`src/rtl/complex_mac_pipe.sv`:
```
// Pipelined signed complex multiply / multiply-accumulate with optional conj(B) and a sticky overflow flag.
// Three-stage pipeline with a single global stall: every stage holds while a result waits on OutReady.
module complex_mac_pipe #(
  parameter int W  = 8,
  parameter int G  = 4,
  localparam int OW = 2*W + 1 + G
) (
  input  logic            Clk,
  input  logic            ResetN,
  input  logic            InValid,
  output logic            InReady,
  input  logic [2*W-1:0]  InA,
  input  logic [2*W-1:0]  InB,
  input  logic            InConj,
  input  logic            InMode,
  input  logic            InLast,
  output logic            OutValid,
  input  logic            OutReady,
  output logic [2*OW-1:0] OutResult,
  output logic            OutOvf
);
  localparam int PW = 2*W + 1;

  logic advance;
  assign advance = !OutValid || OutReady;
  assign InReady = advance;

  logic                s1_vld_q, s1_vld_d, s1_mode_q, s1_mode_d, s1_last_q, s1_last_d;
  logic signed [W-1:0] s1_are_q, s1_are_d, s1_aim_q, s1_aim_d, s1_bre_q, s1_bre_d;
  logic signed [W:0]   s1_bim_q, s1_bim_d;

  logic                 s2_vld_q, s2_vld_d, s2_mode_q, s2_mode_d, s2_last_q, s2_last_d;
  logic signed [PW-1:0] s2_re_q, s2_re_d, s2_im_q, s2_im_d;
  logic signed [PW-1:0] are_x, aim_x, bre_x, bim_x;

  logic                 out_vld_q, out_vld_d, out_ovf_q, out_ovf_d;
  logic signed [OW-1:0] out_re_q, out_re_d, out_im_q, out_im_d;
  logic signed [OW-1:0] acc_re_q, acc_re_d, acc_im_q, acc_im_d;
  logic                 sticky_q, sticky_d, grp_start_q, grp_start_d;
  logic signed [OW-1:0] re_x, im_x, base_re, base_im, sum_re, sum_im;
  logic                 ovf_re, ovf_im, sticky_new;

  // Stage 1: conj negation at W+1 bits so the most negative B.im negates exactly.
  always_comb begin
    s1_vld_d  = s1_vld_q;
    s1_mode_d = s1_mode_q;
    s1_last_d = s1_last_q;
    s1_are_d  = s1_are_q;
    s1_aim_d  = s1_aim_q;
    s1_bre_d  = s1_bre_q;
    s1_bim_d  = s1_bim_q;
    if (advance) begin
      s1_vld_d  = InValid;
      s1_mode_d = InMode;
      s1_last_d = InLast;
      s1_are_d  = InA[2*W-1:W];
      s1_aim_d  = InA[W-1:0];
      s1_bre_d  = InB[2*W-1:W];
      s1_bim_d  = InConj ? -$signed({InB[W-1], InB[W-1:0]}) : $signed({InB[W-1], InB[W-1:0]});
    end
  end

  // Stage 2: operands widened to PW first, so every product and the sum/difference are exact.
  always_comb begin
    are_x     = s1_are_q;
    aim_x     = s1_aim_q;
    bre_x     = s1_bre_q;
    bim_x     = s1_bim_q;
    s2_vld_d  = s2_vld_q;
    s2_mode_d = s2_mode_q;
    s2_last_d = s2_last_q;
    s2_re_d   = s2_re_q;
    s2_im_d   = s2_im_q;
    if (advance) begin
      s2_vld_d  = s1_vld_q;
      s2_mode_d = s1_mode_q;
      s2_last_d = s1_last_q;
      s2_re_d   = are_x * bre_x - aim_x * bim_x;
      s2_im_d   = are_x * bim_x + aim_x * bre_x;
    end
  end

  // Stage 3: accumulate with wraparound; overflow is a same-sign add giving an opposite-sign sum.
  always_comb begin
    re_x        = s2_re_q;
    im_x        = s2_im_q;
    base_re     = grp_start_q ? '0 : acc_re_q;
    base_im     = grp_start_q ? '0 : acc_im_q;
    sum_re      = base_re + re_x;
    sum_im      = base_im + im_x;
    ovf_re      = (base_re[OW-1] == re_x[OW-1]) && (sum_re[OW-1] != base_re[OW-1]);
    ovf_im      = (base_im[OW-1] == im_x[OW-1]) && (sum_im[OW-1] != base_im[OW-1]);
    sticky_new  = (grp_start_q ? 1'b0 : sticky_q) | ovf_re | ovf_im;
    out_vld_d   = out_vld_q;
    out_ovf_d   = out_ovf_q;
    out_re_d    = out_re_q;
    out_im_d    = out_im_q;
    acc_re_d    = acc_re_q;
    acc_im_d    = acc_im_q;
    sticky_d    = sticky_q;
    grp_start_d = grp_start_q;
    if (advance) begin
      out_vld_d = 1'b0;
      if (s2_vld_q && !s2_mode_q) begin
        out_vld_d   = 1'b1;
        out_re_d    = re_x;
        out_im_d    = im_x;
        out_ovf_d   = 1'b0;
        acc_re_d    = '0;
        acc_im_d    = '0;
        sticky_d    = 1'b0;
        grp_start_d = 1'b1;
      end else if (s2_vld_q) begin
        acc_re_d    = sum_re;
        acc_im_d    = sum_im;
        sticky_d    = sticky_new;
        grp_start_d = s2_last_q;
        if (s2_last_q) begin
          out_vld_d = 1'b1;
          out_re_d  = sum_re;
          out_im_d  = sum_im;
          out_ovf_d = sticky_new;
        end
      end
    end
  end

  always_ff @(posedge Clk or negedge ResetN) begin
    if (!ResetN) begin
      s1_vld_q    <= 1'b0;
      s1_mode_q   <= 1'b0;
      s1_last_q   <= 1'b0;
      s1_are_q    <= '0;
      s1_aim_q    <= '0;
      s1_bre_q    <= '0;
      s1_bim_q    <= '0;
      s2_vld_q    <= 1'b0;
      s2_mode_q   <= 1'b0;
      s2_last_q   <= 1'b0;
      s2_re_q     <= '0;
      s2_im_q     <= '0;
      out_vld_q   <= 1'b0;
      out_ovf_q   <= 1'b0;
      out_re_q    <= '0;
      out_im_q    <= '0;
      acc_re_q    <= '0;
      acc_im_q    <= '0;
      sticky_q    <= 1'b0;
      grp_start_q <= 1'b1;
    end else begin
      s1_vld_q    <= s1_vld_d;
      s1_mode_q   <= s1_mode_d;
      s1_last_q   <= s1_last_d;
      s1_are_q    <= s1_are_d;
      s1_aim_q    <= s1_aim_d;
      s1_bre_q    <= s1_bre_d;
      s1_bim_q    <= s1_bim_d;
      s2_vld_q    <= s2_vld_d;
      s2_mode_q   <= s2_mode_d;
      s2_last_q   <= s2_last_d;
      s2_re_q     <= s2_re_d;
      s2_im_q     <= s2_im_d;
      out_vld_q   <= out_vld_d;
      out_ovf_q   <= out_ovf_d;
      out_re_q    <= out_re_d;
      out_im_q    <= out_im_d;
      acc_re_q    <= acc_re_d;
      acc_im_q    <= acc_im_d;
      sticky_q    <= sticky_d;
      grp_start_q <= grp_start_d;
    end
  end

  assign OutValid  = out_vld_q;
  assign OutOvf    = out_ovf_q;
  assign OutResult = {out_re_q, out_im_q};
endmodule
```
`config.mk`:
```
export PLATFORM = sky130hd
export DESIGN_NAME = complex_mac_pipe
export DESIGN_NICKNAME = d
export VERILOG_FILES = /design/src/rtl/complex_mac_pipe.sv
export SDC_FILE = /design/constraint.sdc
export NUM_CORES = 1
export LEC_CHECK = 0
export BUFFER_PORTS_ARGS = -buffer_cell sky130_fd_sc_hd__clkbuf_2
export CAP_MARGIN = 40
export CORE_MARGIN = 3
export CORE_UTILIZATION = 30
export DETAILED_ROUTE_END_ITERATION = 8
export GPL_TIMING_DRIVEN = 0
export SYNTH_ARGS = -nofsm -noshare
export SYNTH_HDL_FRONTEND = slang
export SYNTH_SLANG_ARGS = --single-unit
```
`constraint.sdc`:
```
create_clock -name Clk -period 6.2 [get_ports Clk]
set_input_delay 0.62 -clock Clk [delete_from_list [all_inputs] [get_ports Clk]]
set_output_delay 0.62 -clock Clk [all_outputs]
set_load 0.01 [all_outputs]
```
[Word-level counts from Yosys, hierarchy flattened]
Index checks and enable logic that the tools add are counted.
Storage, ports and cells
  flip-flop bits (word level): 161
  input bits: 39
  word-level logic and storage cells: 69
Operators by class
  add/subtract/negate cells: 5
  $mul: 4
  equality and inequality tests: 4
  mux-type cells: 24
  bitwise logic cells: 2
  reduce and logical (&&, ||, !) cells: 10
Operators by type and width (number)
  2-to-1 mux 21 bit: 12
  adder 21 x 17 -> 21 bit: 2
  multiplier 8 x 9 -> 17 bit: 2
  multiplier 8 x 8 -> 16 bit: 2
  adder 17 x 16 -> 17 bit: 1
  subtractor 16 x 17 -> 17 bit: 1
  2-to-1 mux 1 bit: 11
  2-to-1 mux 9 bit: 1
  negation 8 -> 9 bit: 1
  nonzero test 2 bit: 2
  logical AND 1 bit: 3
  AND reduction 3 bit: 1
  equality test 1 bit: 2
  logical NOT 1 bit: 2
  != test 1 bit: 2
  OR 1 bit: 2
  AND reduction 2 bit: 1
  logical OR 1 bit: 1

[Logic depth before layout (Yosys ltp)]
Gate-level depths: netlist of run 1.
  depth in word-level cells: 9
  gate-level depth with buffers: 24

[Worst setup path after synthesis of run 1]
Ideal clock, no wire load.
  kind: reg-to-reg
  from: register s1_bre_q[7]
  to: register s2_re_q[16]
  data arrival time: 5.574 ns
  data required time: 6.075 ns
  slack: 0.501 ns
  cell stages (with the launch flop): 23
  path buffers: 1
  clock period less this slack: 5.699 ns
  cell sequence: dfrtp_1 > inv_1 > clkbuf_1 > nor2_1 > fa_1 > inv_1 > fa_1 > inv_1 > fa_1 > fa_1 > fa_1 > inv_1 > fa_1 > inv_1 > ha_1 > a21o_1 > a21o_1 > a21o_1 > a21oi_1 > o21ai_1 > a31oi_1 > xnor2_1 > mux2_2
Between the ends
  cells in the longest elaborated chain, start to end: 2
Ends and longest elaborated chain
  from (decl): RTL line 29  | logic signed [W-1:0] s1_are_q, s1_are_d, s1_aim_q, s1_aim_d, s1_bre_q, s1_bre_d;
  from (signal assigned): RTL line 156  | s1_bre_q <= s1_bre_d;
  multiplier 8 x 8 -> 16 bit: RTL line 78  | s2_re_d = are_x * bre_x - aim_x * bim_x;
  subtractor 16 x 17 -> 17 bit: RTL line 78
  to (signal assigned): RTL line 161  | s2_re_q <= s2_re_d;
  to (decl): RTL line 33  | logic signed [PW-1:0] s2_re_q, s2_re_d, s2_im_q, s2_im_d;
No other way between the ends.
A chain may end at the register's enable or synchronous reset.

[Worst setup path in the final report of run 1]
  from: register s1_aim_q[7]
  to: register s2_im_q[16]
Between the ends
  cells in the longest elaborated chain, start to end: 2
Ends and longest elaborated chain
  from (decl): RTL line 29
  from (signal assigned): RTL line 155  | s1_aim_q <= s1_aim_d;
  multiplier 8 x 8 -> 16 bit: RTL line 79  | s2_im_d = are_x * bim_x + aim_x * bre_x;
  adder 17 x 16 -> 17 bit: RTL line 79
  to (signal assigned): RTL line 162  | s2_im_q <= s2_im_d;
  to (decl): RTL line 33
No other way between the ends.

==> results of run 1 <==
## registers in the layout (all words and copies together) (netlist names), 8 cells and up
name / cells
acc_im_q: 21
acc_re_q: 21
out_im_q: 21
out_re_q: 21
s2_im_q: 17
s2_re_q: 17
s1_bim_q: 9
s1_aim_q: 8
s1_are_q: 8
s1_bre_q: 8
## metal layers
metal / wire (um) / share of wire / up-vias
met5: 13 / 0.00023 / -
met4: 1111 / 0.020 / 2
met3: 4974 / 0.089 / 70
met2: 24540 / 0.44 / 517
met1: 24950 / 0.45 / 7361
li1: - / - / 6917
## per-stage QoR
step	hold slack (ns)	TNS, ns	instance area, um^2	instances
5_1_grt	0.1966	-0.01914	22130	3130
6_report	0.1356	0	22140	3132
3_3_place_gp	0.4528	-3.302	21010	3070
4_1_cts	0.1661	0	21790	3103
2_1_floorplan	0.3244	0	19540	2142
3_5_place_dp	0.4625	-3.540	21050	3072
## area by class of cell
class | count | share of cell area
clock buffers | 19 | 0.02001
flip-flops and latches | 161 | 0.1839
well taps | 846 | 0.04782
clock inverters | 13 | 0.006500
inverters | 345 | 0.05867
repair buffers | 112 | 0.03035
multi-input cells | 1547 | 0.6323
plain buffers | 87 | 0.02024
diodes | 2 | 0.0002261
## final timing paths
kind | from | end | slack [ns]
max | s1_aim_q[7] | s2_im_q[16] | 0.15
min | ResetN | out_im_q[3] | 0.14
max reg2reg | s1_aim_q[7] | s2_im_q[16] | 0.15
min reg2reg | acc_re_q[18] | acc_re_q[18] | 0.47
max in group asynchronous | ResetN | s1_bim_q[0] | 5.14
min in group Clk | InA[15] | s1_are_q[7] | 0.35
## Yosys cell counts (14+ instances only)
| cell | count |
|---|---|
| fa_1 | 289 |
| a21o_1 | 34 |
| clkbuf_1 | 77 |
| o31ai_1 | 19 |
| nand2b_1 | 14 |
| o21ai_0 | 67 |
| and2_1 | 156 |
| inv_1 | 343 |
| xnor2_1 | 56 |
| dfrtp_1 | 160 |
| o21ai_1 | 14 |
| a21oi_1 | 87 |
| nor2b_1 | 59 |
| a31oi_1 | 21 |
| ha_1 | 154 |
| nor2_1 | 83 |
| xor2_1 | 38 |
| nand2_1 | 343 |
## worst max-delay path, stage by stage (launching register included)
cell	delay, ns
dfrtp_2	0.52
clkbuf_4	0.30
nand2_1	0.13
inv_1	0.13
fa_1	0.47
fa_1	0.57
fa_1	0.45
fa_1	0.47
fa_1	0.49
inv_1	0.05
fa_1	0.48
inv_1	0.04
ha_1	0.33
a21o_1	0.21
a21o_1	0.18
a21o_1	0.20
a21oi_1	0.19
o21ai_2	0.13
a31oi_4	0.26
xnor2_4	0.19
a21oi_1	0.10
## cells by family after synthesis
logic type | after synthesis | share of synthesized area
AO/OA/AOI/OAI | 298 | 0.09683
XOR/XNOR | 95 | 0.04297
adder cells (fa/ha/maj) | 443 | 0.3947
buffers and inverters | 434 | 0.08351
flip-flops | 161 | 0.2063
multiplexers | 10 | 0.005507
AND/OR/NAND/NOR | 701 | 0.1702
## repair_timing
action / in CTS / in global routing
pin swaps: 3 / 7
buffers inserted: 0 / 27
gates resized for setup: 77 / 65
endpoints found under the setup margin: 13 / 8
==> summary.txt, run 1 <==
Final layout
  • Layout net count: 2753
  • Most frequent cells in the layout: 342 x nand2_1, 341 x inv_1, 286 x fa_1, 154 x and2_1, 152 x ha_1
  • Area Overhead vs Synth: 13.30%
  • Number of fill cells: 6647
  • Area of the multi-input gates: 14000 um^2
  • Final Core Density: 0.3471
  • Layout cells sized above 1: 0.1108
  • Sequential Area: 4070 um^2
  • Commonest non-fill, non-tap cell in the layout: nand2_1

Die
  • Core area: 63770 um^2
  • Die Y: 261.2 um
  • I/O Pins: 84
  • Num rows: 92
  • Initial core utilization: 0.3064
  • Die Area: 68220 um^2
  • Die width: 261.2 um

Synthesis
  • Cell taking the most area after synthesis: fa_1
  • Ranking of synthesized cells by area: fa_1 30%, dfrtp_1 20%, ha_1 9.9%, inv_1 6.6%, nand2_1 6.6%
  • Top_reg_cell synth: dfrtp_1
  • Syn Inst Count: 2142
  • Post-Synthesis Cell Area: 19540 um^2
  • Share of the synthesized area in the top cell type: 0.2961
  • Sequential cell area fraction in the yosys report: 0.2063
  • Asr flop ratio synth: 1.000
  • Yosys cell types: 63
  • Post-synth EDFFs: 0
  • Syn nets: 2624
  • Syn Area/Cell: 9.121 um^2
  • Yosys reg bits: 161
  • Yosys synthesis warning count: 0

Worst hold path
  • Worst min path class: in -> async

Global routing
  • First-pass GRT wire length: 87760 um
  • Largest net degree at the start of global routing: 96
  • Grt met1 use: 0.2414
  • Vias in the first global route: 15197
  • Met3 usage: 0.03820
  • Total track usage: 0.1690
  • Met2 Use GR: 0.2567
  • Grt peak-use layer: met2
  • Initial antenna violation count: 3
  • Total grt overflow: 0

Clock network
  • H-tree Lvls: 4
  • CTS max path bufs: 2
  • CTS Sinks: 161
  • Clock insertion delay at the later pin of the skew report: 0.47 ns
  • Worst-path clk slew: 0.10 ns
  • Cts bufs inserted: 17
  • CTS tree: done
  • CTS root buf: clkbuf_16
  • Cts hold-fix bufs: 0

Timing
  • Fin worst setup slack: 0.1534 ns
  • # setup viols final: 0
  • Slew headroom: 0.4173
  • Final hold vios: 0
  • Setup Skew: 0.02974 ns
  • Final Max Slew Viols: 0
  • Fmax: 165.4 MHz
  • Fin crit share: 0.9753
  • Slew of the pin with the lowest slew margin: 0.8740 ns
  • Tmin final: 6.047 ns

Flow run
  • Number of max-cap violations: 0

Route
  • Avg WL per Cell: 17.75 um
  • Pre-Repair DR Iteration Count: 5
  • Drt via density: 4.747
  • DRT Wirelength: 55580 um
  • Antenna-violating nets left: 0
  • DR iter-0 viols: 1057
  • # DRC: 0
  • Vias after detailed routing: 14867

Worst setup path
  • Worst Path Class, Setup: reg -> reg
  • Worst Path Arrival: 6.37 ns
  • R2R depth: 20
  • Setup crit end kind: flip-flop
  • WP data required: 6.53 ns
  • Nature of the critical path startpoint: flip-flop
  • Crit path max fanout: 10

Placed design
  • GPL Wtd Cong: 0.9297
  • DPL Wire Length: 43170 um
  • Pre-CTS WS: -0.5938 ns
  • PortBufs: 82

Status
  • Status: complete, no violations
Power of run 1 is left out: the tool's default activity adds up to more than one toggle a clock period on the data nets, which glitch-free logic cannot reach.
==> run 2, diff against run 1 <==
Settings changed: CTS_CLUSTER_DIAMETER set to 120, MAX_ROUTING_LAYER set to met4, SKIP_LAST_GASP set to 1.
==> summary.txt, run 2 (synthesis results as in run 1) <==
Worst setup path
  • WP data required: 6.53 ns (about the same)
  • Worst Path Arrival: 6.39 ns (+0.02 ns)
  • Reg-to-reg startpoint: s1_bre_q[2]
  • Most used cell along the critical path: fa_1
  • Worst reg2reg endpoint: s2_re_q[16]
  • CP top delay family: adder cells
  • Reg2Reg Setup Slack: 0.14 ns (about the same)
  • Highest-delay cell along the critical path: fa_1
  • CP max stage delay: 0.55 ns (-0.02 ns)
  • Worst Path Buf+Inv: 5 (+1)
  • Nature of the critical path startpoint: flip-flop
  • Worst Path Class, Setup: reg -> reg
  • Setup crit end kind: flip-flop
  • Crit path max fanout: 5 (-5)
  • Crit path cell chain: buf_4 > and2_1 > fa_1 > inv_1 > fa_1 > inv_1 > fa_1 > inv_1 > fa_1 > fa_1 > fa_1 > inv_1 > ha_1 > or3_1 > o21ai_1 > o21bai_4 > o21ai_1 > a31oi_2 > xnor2_2 > mux2_2
  • R2R depth: 20 (unchanged)

Timing
  • Setup repair after global routing missed its margin: yes
  • Fin crit share: 0.9769 (+0.001667)
  • # setup viols final: 0 (unchanged)
  • Fmax: 165.1 MHz (-0.17%)
  • Final hold vios: 0 (unchanged)
  • TNS Setup: 0 ns (unchanged)
  • Hold slack: 0.1518 ns (+0.01625 ns)
  • Tmin final: 6.057 ns (+0.01034 ns)
  • Slew headroom: 0.4356 (+0.01832)
  • Slew of the pin with the lowest slew margin: 0.8466 ns (-0.02747 ns)
  • Final Max Slew Viols: 0 (unchanged)
  • Setup Skew: 0.02942 ns (-0.0003233 ns)

Placed design
  • GPL Wtd Cong: 0.9250 (-0.51%)
  • PortBufs: 82 (unchanged)
  • DPL Wire Length: 43470 um (+0.70%)

Global routing
  • First-pass GRT wire length: 89150 um (+1.6%)
  • Initial antenna violation count: 1 (-2)
  • Vias in the first global route: 15526 (+2.2%)
  • Total track usage: 0.1757 (+0.006691)
  • Largest net degree at the start of global routing: 94 (-2.1%)
  • Total grt overflow: 0 (unchanged)

Route
  • Avg WL per Cell: 17.83 um (+0.49%)
  • DRT Wirelength: 55660 um (+0.13%)
  • DR iter-0 viols: 1029 (-2.6%)
  • Antenna-violating nets left: 0 (unchanged)
  • # DRC: 0 (unchanged)
  • Drt via density: 4.749 (about the same)
  • Pre-Repair DR Iteration Count: 7 (+2)
  • Vias after detailed routing: 14823 (-0.30%)

Die
  • Initial core utilization: 0.3064 (unchanged)
  • Die Y: 261.2 um (unchanged)
  • Core area: 63770 um^2 (unchanged)
  • Die width: 261.2 um (unchanged)
  • Num rows: 92 (unchanged)
  • Die Area: 68220 um^2 (unchanged)
  • I/O Pins: 84 (unchanged)

Final layout
  • Area Overhead vs Synth: 12.60%
  • Most frequent cells in the layout: 343 x nand2_1, 341 x inv_1, 286 x fa_1, 154 x and2_1, 153 x ha_1
  • Commonest non-fill, non-tap cell in the layout: nand2_1
  • Final Core Density: 0.3450 (-0.002158)
  • Layout net count: 2743 (-0.36%)
  • Layout cells sized above 1: 0.1038 (-0.006989)

Clock network
  • Cts hold-fix bufs: 0 (unchanged)
  • Clock insertion delay at the later pin of the skew report: 0.47 ns (about the same)
  • CTS Sinks: 161 (unchanged)
  • CTS root buf: clkbuf_16
  • Worst-path clk slew: 0.09 ns (about the same)
  • CTS tree: done
  • CTS max path bufs: 2 (unchanged)
  • H-tree Lvls: 4 (unchanged)
  • Cts bufs inserted: 17 (unchanged)

Worst hold path
  • Worst min path class: in -> async

Flow run
  • Number of max-cap violations: 0 (unchanged)

Status
  • Status: complete, no violations
run 2: cell type report:
| cell class | count | area [um^2] |
|---|---|---|
| repair buffers | 102 | 589.3 |
| inverters | 345 | 1299 |
| clock inverters | 12 | 132.6 |
| flip-flops and latches | 161 | 4065 |
| well taps | 846 | 1059 |
| plain buffers | 87 | 434.2 |
| fillers | 6609 | 41770 |
| diodes | 1 | 2.502 |
| multi-input cells | 1547 | 13970 |
| clock buffers | 20 | 446.7 |
run 2: worst register-to-register path: stages, from the launching register on:
cell and delay [ns]:
dfrtp_2 0.44, buf_4 0.17, and2_1 0.16, fa_1 0.54, inv_1 0.06, fa_1 0.52
inv_1 0.06, fa_1 0.52, inv_1 0.06, fa_1 0.55, fa_1 0.43, fa_1 0.51
inv_1 0.05, ha_1 0.19, or3_1 0.37, o21ai_1 0.19, o21bai_4 0.22, o21ai_1 0.16
a31oi_2 0.27, xnor2_2 0.16, mux2_2 0.30
run 2: worst max path at each step:
stage                     start           to  slack, ns  depth (start not counted)
detailed placement  s1_aim_q[0]  s2_re_q[16]      -0.57                         19
global route        s1_are_q[1]  s2_im_q[16]      -0.01                         21
finish              s1_bre_q[2]  s2_re_q[16]       0.14                         20
global placement    s1_aim_q[0]  s2_re_q[16]      -0.50                         19
floorplan           s1_bre_q[7]  s2_re_q[16]       0.50                         22
CTS                 s1_aim_q[3]  s2_re_q[16]      0.008                         19
run 2: what timing repair did:
action,in CTS,in global routing
resized for setup,67,61
setup endpoints to repair,13,11
pin swaps,2,9
hold endpoints to repair,0,0
buffers inserted,2,17
run 2: per-stage QoR:
stage	setup WS (ns)	instance area (um^2)	std cells
6_report	0.1430	22000	3121
3_5_place_dp	-0.5710	21040	3071
4_1_cts	0.007869	21760	3103
5_1_grt	-0.009715	22000	3120
3_3_place_gp	-0.5033	21010	3070
2_1_floorplan	0.5012	19540	2142
run 2: layer usage:
metal  vias up  global-route usage  share of wire  wire (um)
met3        40             0.03800          0.080       4450
li1       6900                   -              -          -
met4         0             0.02679          0.011        586
met1      7411              0.2437           0.46      25560
met2       472              0.2693           0.45      25060
met5         -                   -              0          0
Power of run 2 is left out for the same reason.
